===== config.mk =====
export PLATFORM = sky130hd
export DESIGN_NAME = nibble_add_seq_flat
export DESIGN_NICKNAME = d
export VERILOG_FILES = /design/src/rtl/nibble_add_seq_pkg.sv /design/src/rtl/nibble_add_seq_if.sv /design/src/rtl/nibble_add_seq_adder4.sv /design/src/rtl/nibble_add_seq.sv /design/src/flat_wrapper.sv
export SDC_FILE = /design/constraint.sdc
export NUM_CORES = 1
export LEC_CHECK = 0
export ABC_CLOCK_PERIOD_IN_PS = 6210
export BUFFER_PORTS_ARGS = -buffer_cell sky130_fd_sc_hd__buf_2
export CAP_MARGIN = 10
export CORE_MARGIN = 5
export CORE_UTILIZATION = 40
export DETAILED_ROUTE_END_ITERATION = 6
export GPL_TIMING_DRIVEN = 1
export PLACE_DENSITY = 0.6
export SYNTH_ARGS = -nofsm -noshare
export SYNTH_HDL_FRONTEND = slang
export SYNTH_HIERARCHICAL = 1
export SYNTH_SLANG_ARGS = --single-unit

===== constraint.sdc =====
create_clock -name i_clk -period 6.21 [get_ports i_clk]
set_clock_uncertainty 0.2 [all_clocks]
set_input_delay 0.3105 -clock i_clk [delete_from_list [all_inputs] [get_ports i_clk]]
set_output_delay 0.3105 -clock i_clk [all_outputs]
set_load 0.03 [all_outputs]

===== src/rtl/nibble_add_seq_pkg.sv =====
// ---------------------------------------------------------------------------
// nibble_add_seq_pkg
// Shared constants for the nibble-serial adder: slice width, default slice
// count and the controller state encoding.
// ---------------------------------------------------------------------------
package nibble_add_seq_pkg;

  // Width of the shared ripple-carry slice.
  localparam int NIBBLE_W        = 4;

  // Default number of slices per operand (operand width = 4 * NIBBLES).
  localparam int NIBBLES_DEFAULT = 4;

  // Controller state encoding, kept as plain constants for legacy tools.
  typedef logic [1:0] state_t;
  localparam state_t ST_IDLE = 2'd0;
  localparam state_t ST_RUN  = 2'd1;
  localparam state_t ST_DONE = 2'd2;

endpackage : nibble_add_seq_pkg


===== src/rtl/nibble_add_seq_if.sv =====
// ---------------------------------------------------------------------------
// nibble_add_seq_if
// Request/result bundle of the nibble-serial adder.
//   i_start          : request an operation (taken only while o_ready = 1)
//   i_a, i_b         : operands, W = 4*NIBBLES bits
//   i_cin            : carry-in (ignored for subtraction)
//   i_sub            : 0 = A+B+Cin, 1 = A-B
//   o_ready          : block can accept i_start
//   o_done           : one-cycle pulse, result outputs updated
//   o_sum            : registered result
//   o_cout           : carry out of the MSB (0 = borrow when subtracting)
//   o_overflow       : signed overflow
// Modports: master drives requests, slave (the adder) drives results.
// ---------------------------------------------------------------------------
interface nibble_add_seq_if
  import nibble_add_seq_pkg::*;
#(
  parameter int NIBBLES = NIBBLES_DEFAULT
) ();

  localparam int W = NIBBLE_W * NIBBLES;

  logic         i_start;
  logic [W-1:0] i_a;
  logic [W-1:0] i_b;
  logic         i_cin;
  logic         i_sub;
  logic         o_ready;
  logic         o_done;
  logic [W-1:0] o_sum;
  logic         o_cout;
  logic         o_overflow;

  modport master (
    output i_start, i_a, i_b, i_cin, i_sub,
    input  o_ready, o_done, o_sum, o_cout, o_overflow
  );

  modport slave (
    input  i_start, i_a, i_b, i_cin, i_sub,
    output o_ready, o_done, o_sum, o_cout, o_overflow
  );

endinterface : nibble_add_seq_if


===== src/rtl/nibble_add_seq_adder4.sv =====
// ---------------------------------------------------------------------------
// adder4
// 4-bit ripple-carry slice, purely combinational.
//   a, b  : slice operands
//   cin   : carry into bit 0
//   s     : slice sum
//   c3    : carry into bit 3 (used for signed overflow on the top slice)
//   cout  : carry out of bit 3
// ---------------------------------------------------------------------------
module adder4
  import nibble_add_seq_pkg::*;
(
  input  logic [NIBBLE_W-1:0] a,
  input  logic [NIBBLE_W-1:0] b,
  input  logic                cin,
  output logic [NIBBLE_W-1:0] s,
  output logic                c3,
  output logic                cout
);

  // w_c[i] is the carry into bit i; w_c[NIBBLE_W] is the carry out.
  logic [NIBBLE_W:0] w_c;

  always_comb begin
    // NOTE: every variable written in always_comb gets a value up front,
    // so no path through the block can leave it unassigned and infer a latch.
    w_c    = '0;
    s      = '0;
    w_c[0] = cin;
    for (int i = 0; i < NIBBLE_W; i++) begin
      s[i]     = a[i] ^ b[i] ^ w_c[i];
      w_c[i+1] = (a[i] & b[i]) | (w_c[i] & (a[i] ^ b[i]));
    end
  end

  assign c3   = w_c[NIBBLE_W-1];
  assign cout = w_c[NIBBLE_W];

endmodule : adder4


===== src/rtl/nibble_add_seq.sv =====
// ---------------------------------------------------------------------------
// nibble_add_seq
// Nibble-serial adder/subtractor. One 4-bit ripple slice is reused over
// NIBBLES cycles, least-significant nibble first; the full result, carry-out
// and signed overflow are published together when the last nibble finishes.
//   i_clk : clock, rising edge
//   i_rst : asynchronous, active-high reset
//   bus   : request/result bundle (slave side), see nibble_add_seq_if
// Timing: Start taken at edge t -> o_done high in the cycle after t+NIBBLES.
// ---------------------------------------------------------------------------
module nibble_add_seq
  import nibble_add_seq_pkg::*;
#(
  parameter int NIBBLES = NIBBLES_DEFAULT
) (
  input  logic             i_clk,
  input  logic             i_rst,
  nibble_add_seq_if.slave  bus
);

  localparam int W     = NIBBLE_W * NIBBLES;
  localparam int IDX_W = (NIBBLES > 1) ? $clog2(NIBBLES) : 1;
  localparam logic [IDX_W-1:0] LAST_IDX = IDX_W'(NIBBLES - 1);

  // Controller state and datapath registers.
  state_t           r_state;
  logic [IDX_W-1:0] r_idx;
  logic             r_carry;
  logic [W-1:0]     r_a;
  logic [W-1:0]     r_b;      // already inverted for subtraction
  logic [W-1:0]     r_res;    // partial result, internal only
  logic [W-1:0]     r_sum;
  logic             r_cout;
  logic             r_ovf;

  // Slice connections.
  logic [NIBBLE_W-1:0] w_a_nib;
  logic [NIBBLE_W-1:0] w_b_nib;
  logic [NIBBLE_W-1:0] w_s_nib;
  logic                w_c3;
  logic                w_cout;
  logic [W-1:0]        w_res_next;
  logic                w_ready;
  logic                w_accept;
  logic                w_last;

  assign w_ready  = (r_state == ST_IDLE) || (r_state == ST_DONE);
  assign w_accept = w_ready && bus.i_start;
  assign w_last   = (r_idx == LAST_IDX);

  assign w_a_nib  = r_a[{r_idx, 2'b00} +: NIBBLE_W];
  assign w_b_nib  = r_b[{r_idx, 2'b00} +: NIBBLE_W];

  adder4 u_adder4 (
    .a    (w_a_nib),
    .b    (w_b_nib),
    .cin  (r_carry),
    .s    (w_s_nib),
    .c3   (w_c3),
    .cout (w_cout)
  );

  // Partial result with the current nibble merged in; on the last nibble
  // this is the complete sum, so it can be published in the same edge.
  always_comb begin
    w_res_next = r_res;
    w_res_next[{r_idx, 2'b00} +: NIBBLE_W] = w_s_nib;
  end

  // NOTE: state is updated with non-blocking assignments so every register
  // samples the values from before the edge, independent of statement order.
  always_ff @(posedge i_clk or posedge i_rst) begin
    if (i_rst) begin
      // NOTE: the operand/result registers are plain flops, not a memory
      // array, so they are cleared with the rest of the state.
      r_state <= ST_IDLE;
      r_idx   <= '0;
      r_carry <= 1'b0;
      r_a     <= '0;
      r_b     <= '0;
      r_res   <= '0;
      r_sum   <= '0;
      r_cout  <= 1'b0;
      r_ovf   <= 1'b0;
    end else begin
      case (r_state)
        ST_IDLE, ST_DONE: begin
          if (w_accept) begin
            r_state <= ST_RUN;
            r_idx   <= '0;
            r_a     <= bus.i_a;
            // Subtraction is A + ~B + 1: invert B here, inject the +1 as carry.
            r_b     <= bus.i_sub ? ~bus.i_b : bus.i_b;
            r_carry <= bus.i_sub ? 1'b1 : bus.i_cin;
          end else begin
            r_state <= ST_IDLE;
          end
        end

        ST_RUN: begin
          r_res   <= w_res_next;
          r_carry <= w_cout;
          if (w_last) begin
            // Publish everything on one edge so no partial result is visible.
            r_state <= ST_DONE;
            r_sum   <= w_res_next;
            r_cout  <= w_cout;
            r_ovf   <= w_c3 ^ w_cout;
          end else begin
            r_idx   <= r_idx + IDX_W'(1);
          end
        end

        default: r_state <= ST_IDLE;
      endcase
    end
  end

  assign bus.o_ready    = w_ready;
  assign bus.o_done     = (r_state == ST_DONE);
  assign bus.o_sum      = r_sum;
  assign bus.o_cout     = r_cout;
  assign bus.o_overflow = r_ovf;

endmodule : nibble_add_seq


===== src/flat_wrapper.sv =====
// flat-port wrapper written by rule: the top's interface ports become plain ports
module nibble_add_seq_flat import nibble_add_seq_pkg::*;
#(
  parameter int NIBBLES = NIBBLES_DEFAULT
)
  (i_clk, i_rst, bus_i_start, bus_i_a, bus_i_b, bus_i_cin, bus_i_sub, bus_o_ready, bus_o_done, bus_o_sum, bus_o_cout, bus_o_overflow);
  nibble_add_seq_if #(.NIBBLES(NIBBLES)) bus_i ();
  input  logic i_clk;
  input  logic i_rst;
  input wire logic [$bits(bus_i.i_start)-1:0] bus_i_start;
  input wire logic [$bits(bus_i.i_a)-1:0] bus_i_a;
  input wire logic [$bits(bus_i.i_b)-1:0] bus_i_b;
  input wire logic [$bits(bus_i.i_cin)-1:0] bus_i_cin;
  input wire logic [$bits(bus_i.i_sub)-1:0] bus_i_sub;
  output wire logic [$bits(bus_i.o_ready)-1:0] bus_o_ready;
  output wire logic [$bits(bus_i.o_done)-1:0] bus_o_done;
  output wire logic [$bits(bus_i.o_sum)-1:0] bus_o_sum;
  output wire logic [$bits(bus_i.o_cout)-1:0] bus_o_cout;
  output wire logic [$bits(bus_i.o_overflow)-1:0] bus_o_overflow;
  assign bus_i.i_start = bus_i_start;
  assign bus_i.i_a = bus_i_a;
  assign bus_i.i_b = bus_i_b;
  assign bus_i.i_cin = bus_i_cin;
  assign bus_i.i_sub = bus_i_sub;
  assign bus_o_ready = bus_i.o_ready;
  assign bus_o_done = bus_i.o_done;
  assign bus_o_sum = bus_i.o_sum;
  assign bus_o_cout = bus_i.o_cout;
  assign bus_o_overflow = bus_i.o_overflow;
  nibble_add_seq #(.NIBBLES(NIBBLES)) u_core (.i_clk(i_clk), .i_rst(i_rst), .bus(bus_i));
endmodule

Word level (Yosys, flattened, before mapping). Cells that the tools add are included.

Div/mod/pow operators: 0. Equality and inequality tests: 6. Muxes and demuxes: 11. Reduce and logical (&&, ||, !) cells: 9. $mul: 0. $lt $le $gt $ge: 0. Shifts and indexed selects: 4. Add/subtract/negate cells: 2. Bitwise logic cells: 22.

Operators with widths (number): 16-bit by 5-bit indexed part select with 4-bit output (2); 16-bit bitwise mux (1); 16-bit 2-to-1 mux (1); 16-bit NOT (1); 4-bit by 6-bit variable shift with 16-bit output, first input constant (1); 4-bit by 6-bit indexed part select with 16-bit output (1); 1-bit XOR (9); 1-bit AND (8); 2-bit one-hot mux with 2 select lines (2); 2-bit 2-to-1 mux (3); 4-bit negation with 6-bit output (1); 2-bit AND reduction (3); 2-bit equality test, second input constant (2); 2-bit by 1-bit inequality test with 1-bit output, second input constant (2); 1-bit OR (4); 1-bit 2-to-1 mux (3); 3-bit AND reduction (1); 2-bit by 1-bit adder with 2-bit output, second input constant (1); 2-bit by 1-bit equality test with 1-bit output, second input constant (1); 2-bit logical NOT (1); 2-bit inequality test, second input constant (1); 1-bit one-hot mux with 2 select lines (1); 2-bit nonzero test (1); 2-bit OR reduction (1); other kinds (2) (2).

Bits in read-only memories: 0. Latch bits: 0. Memories: 0. Bits of input ports: 37. Memory bits (writable): 0. Bits in registers: 71.

Logic depth before layout (Yosys ltp).
Depth in word-level cells: 11. Mapped depth: 10. Mapped depth without buffers: 9.

By module. Netlist, hierarchy kept.

By module, submodules not included: nibble_add_seq (area an instance 3071.7 µm², sequential area each 1676.6 µm², cells each 260, times used 1); adder4 (area an instance 110.1 µm², sequential area each 0.0 µm², cells each 12, times used 1).

Worst setup path before layout. OpenSTA, ideal clock, no wires.

Path type: register to register. Start point: reg u_core.r_idx[0]. End point: reg u_core.r_sum[3] (netlist: u_core/bus.o_sum[3]). Setup time: 0.127 ns. Data arrival time: 2.775 ns. Path slack: 3.108 ns. Stages on the path, launching flop included: 11. Data required time: 5.883 ns. Cells stage by stage: dfrtp_1 > buf_4 > mux4_2 > fa_1 > inv_1 > fa_1 > fa_1 > inv_1 > fa_1 > a221oi_1 > nor2_1.

Cells in the longest elaborated chain, start to end: 11. Elaborated cells on any way between the ends: 25. Classes of those cells: 1 x add/sub; 1 x eq/ne; 4 x shift; 1 x mux; 17 x bitwise; 1 x reduce/logical.

Ends and longest elaborated chain: start: declaration (RTL line nibble_add_seq.sv:27) `logic [IDX_W-1:0] r_idx;`; start signal: assignment (RTL line nibble_add_seq.sv:110) `r_idx <= r_idx + IDX_W'(1);`; 16-bit by 5-bit indexed part select with 4-bit output (*) (RTL line nibble_add_seq.sv:52) `assign w_b_nib = r_b[{r_idx, 2'b00} +: NIBBLE_W];`; named net u_core.w_b_nib[0] (RTL line nibble_add_seq.sv:38) `logic [NIBBLE_W-1:0] w_b_nib;`; 1-bit XOR (RTL line nibble_add_seq_adder4.sv:32) `w_c[i+1] = (a[i] & b[i]) | (w_c[i] & (a[i] ^ b[i]));`; 1-bit AND (RTL line nibble_add_seq_adder4.sv:32); 1-bit OR (*) (RTL line nibble_add_seq_adder4.sv:32); 1-bit AND (*) (RTL line nibble_add_seq_adder4.sv:32); 1-bit OR (*) (RTL line nibble_add_seq_adder4.sv:32); 1-bit AND (*) (RTL line nibble_add_seq_adder4.sv:32); 1-bit OR (*) (RTL line nibble_add_seq_adder4.sv:32); named net u_core.w_c3 (RTL line nibble_add_seq.sv:40) `logic w_c3;`; 1-bit XOR (*) (RTL line nibble_add_seq_adder4.sv:31) `s[i] = a[i] ^ b[i] ^ w_c[i];`; named net u_core.w_s_nib[3] (RTL line nibble_add_seq.sv:39) `logic [NIBBLE_W-1:0] w_s_nib;`; 4-bit by 6-bit indexed part select with 16-bit output (*) (RTL line nibble_add_seq.sv:67) `w_res_next[{r_idx, 2'b00} +: NIBBLE_W] = w_s_nib;`; 16-bit bitwise mux (*) (RTL line nibble_add_seq.sv:67); end signal: assignment (RTL line nibble_add_seq.sv:106) `r_sum <= w_res_next;`; end: declaration (RTL line nibble_add_seq.sv:32) `logic [W-1:0] r_sum;`.

The timed path passes the listed nets; every way through them passes the cells marked *. A chain may end at the register's enable or synchronous reset.

Worst setup path in the final report. Same ends and word-level chain as after synthesis.

==> results by group <==
Place
  – Placed Cells: 417
  – # port buffers: 56
  – Routability Congestion: 0.767
  – DP Area: around 0.0035 mm²
  – DPL Wire Length: between 4000 and 5000 µm

Power and ir drop
  – Power per Cell Area: 580 mW/mm²
  – P_leak: about 1.8 nW
  – Total chip power: 2.26 mW
  – Worst vdd ir: between 0.0002 and 0.00025 V

Floorplan
  – Die area: 0.00984 mm²
  – Initial core utilization: 41.2%
  – Chip width: 99.2 µm
  – Die Y: ~100 µm
  – IO Pins: 57
  – Core area: 0.00773 mm²
  – Row count: 32

Global route
  – Met1 Use GR: 18.7%
  – Total track usage: 14.8%
  – Grt met2 use: 23.7%
  – Grt met3 use: 4.91%
  – Gr busiest metal: met2
  – First-pass GRT wire length: around 11000 µm
  – Initial antenna violation count: 0
  – Largest net degree at the start of global routing: between 60 and 70
  – GRT overflow: 0
  – Vias in the first global route: 2349

STA
  – Final Hold Fails: 0
  – Fin Hold WS: 20.7 ps
  – Slew Viols, Final: 0
  – Period utilization: between 50% and 60%
  – Minimum clock period: 3500 ps
  – Worst-margin pin slew: around 1000 ps
  – Slew HR: between 30% and 40%
  – Fmax: roughly 0.29 GHz
  – RSZ-0062 raised after global routing: false
  – Setup Viol. Count Final: 0
  – TNS Setup: 0 ps

Logic synthesis
  – Top FF cell, synth: dfrtp_1
  – Post-synthesis async set-or-reset flop share: 100%
  – Number of synthesized flops with an enable pin: 0
  – Seq cells post-synth: 67
  – Synth warnings: 6
  – Synth Area per Inst: 11.7 µm²
  – Post-synth top area cell: dfrtp_1
  – Syn Inst Count: 272
  – Register area share after synthesis: 52.7%
  – Count leader, synth: dfrtp_1
  – Top-area cell type share of the netlist area: about 53%
  – Ranking of synthesized cells by area: dfrtp_1 53%, mux4_2 5.7%, mux2_2 5.3%
  – Synth unique cells: 33
  – Post-Syn Area: 0.00318 mm²
  – Synth top cells by count: 67 x dfrtp_1, 45 x nand2_1, 24 x o21ai_0
  – Synthesized Nets: 318

Clock network
  – CTS resizes: 0
  – Post-CTS setup buffers: 0
  – H-tree levels: 3
  – Total CTS buffers: 9
  – Post-cts hold buffer count: 14
  – CTS clk-pin slew, worst paths: about 70 ps
  – CTS tree: done
  – CTS max path bufs: 2
  – Root Driver: clkbuf_8
  – CTS Sinks: 67
  – Clock Latency Late Sink: 340 ps

Outcome
  – Status: finished clean

Setup path
  – Worst Setup End Kind: flip-flop
  – CP Class: reg -> reg
  – Arrival time at the worst endpoint: approximately 3500 ps
  – CP required: 6230 ps
  – Worst Setup Start Kind: flip-flop
  – Crit path max fanout: 15

Final layout
  – Share of layout cells above drive strength 1: 29.6%
  – Design area: 0.00389 mm²
  – Footprint of the multi-input gates: between 0.001 and 0.0015 mm²
  – Diodes inserted: 0
  – Post-Layout Cell Count: roughly 450
  – Fill count: 698
  – Syn-to-layout area delta: 22.2%
  – FF/Latch Area: 0.00168 mm²
  – Final net count: ~390

Drt
  – Drt drc: 0
  – Remaining antenna violation count: 0
  – Detailed Routing Iterations Pass 1: 4
  – Wire per inst: ~15 µm
  – Via density: 4.96
  – Via count: around 2200
  – Drt initial violations: 83
  – Total Wirelength: 6790 µm

Run
  – Max-cap violations: 0

Hold path
  – HP Class: in -> async
sequential cells by signal, indices dropped and copies added (netlist names):
register / count
u_core/bus.o_cout: 1
u_core/r_res: 12
u_core/r_state: 2
u_core/r_carry: 1
u_core/r_idx: 2
u_core/r_a: 16
u_core/r_b: 16
u_core/bus.o_overflow: 1
u_core/bus.o_sum: 16
layout make-up:
cell class	instances	share of cell area (%)
inverters	16	1.54
clock inverters	4	2.51
well taps	102	3.28
clock buffers	12	3.73
flip-flops and latches	67	43.1
multi-input cells	174	34.6
repair buffers	72	11.2
cells in the final DEF (no fill, tap or decap), drive strengths merged, types with 3 or more instances in the layout:
master       netlist  routed
a221oi             4       4
a32o               4       4
buf               13      58
bufinv             0       3
clkbuf             2      12
dfrtp             67      67
dlygate4sd3        0      14
fa                 4       4
ha                 5       5
inv               16      16
mux2              16      16
mux4               8       8
nand2             45      45
nand3              7       7
nand3b             5       5
nor2               9       9
o211ai             7       7
o21ai             24      24
o2bb2ai            8       8
xnor2             17      17
logic make-up after synthesis:
logic type      share of synthesized area (%)
flops                                    52.7
buf+inv                                  5.11
compound gates                           10.4
fa+ha+maj                                4.48
mux                                      11.8
xor+xnor                                 4.68
simple gates                             10.9
through the flow:
| step | setup slack (ps) | utilization, % |
|---|---|---|
| floorplan | 3110 | - |
| global placement | 2800 | 45.4 |
| detailed placement | 2730 | 45.4 |
| CTS | 2740 | 50.3 |
| global route | 2560 | 50.3 |
| finish | 2710 | 50.3 |
final timing paths:
check,startpoint,to,slack (ps),cells after the start
max,u_core/r_idx[0],u_core/bus.o_sum[3],2710,9
min,i_rst,u_core/bus.o_sum[10],20,3
max reg2reg,u_core/r_idx[0],u_core/bus.o_sum[3],2710,9
min reg2reg,u_core/bus.o_sum[15],u_core/bus.o_sum[15],280,2
max in group asynchronous,i_rst,u_core/r_a[15],5260,3
min in group i_clk,bus_i_a[7],u_core/r_a[7],20,2
metal layers:
metal | routed length [µm] | part of all wire (%)
met1 | 2940 | 43
met2 | 3310 | 49
met3 | 483 | 7.1
met4 | 58 | 0.85
met5 | 0 | 0
worst max-delay path, cell delays in order, from the launching register on:
cell and delay (ps):
dfrtp_1 750, mux4_2 610, fa_1 390, inv_1 70, fa_1 180, fa_1 180, inv_1 70, fa_1 540
a221oi_1 310, nor2_1 90
report_power, final:
group	switching, mW	internal (mW)
Clock	0.160	0.278
Combinational	0.626	0.420
Sequential	0.139	0.632
Power figures use the tool's default switching activity.
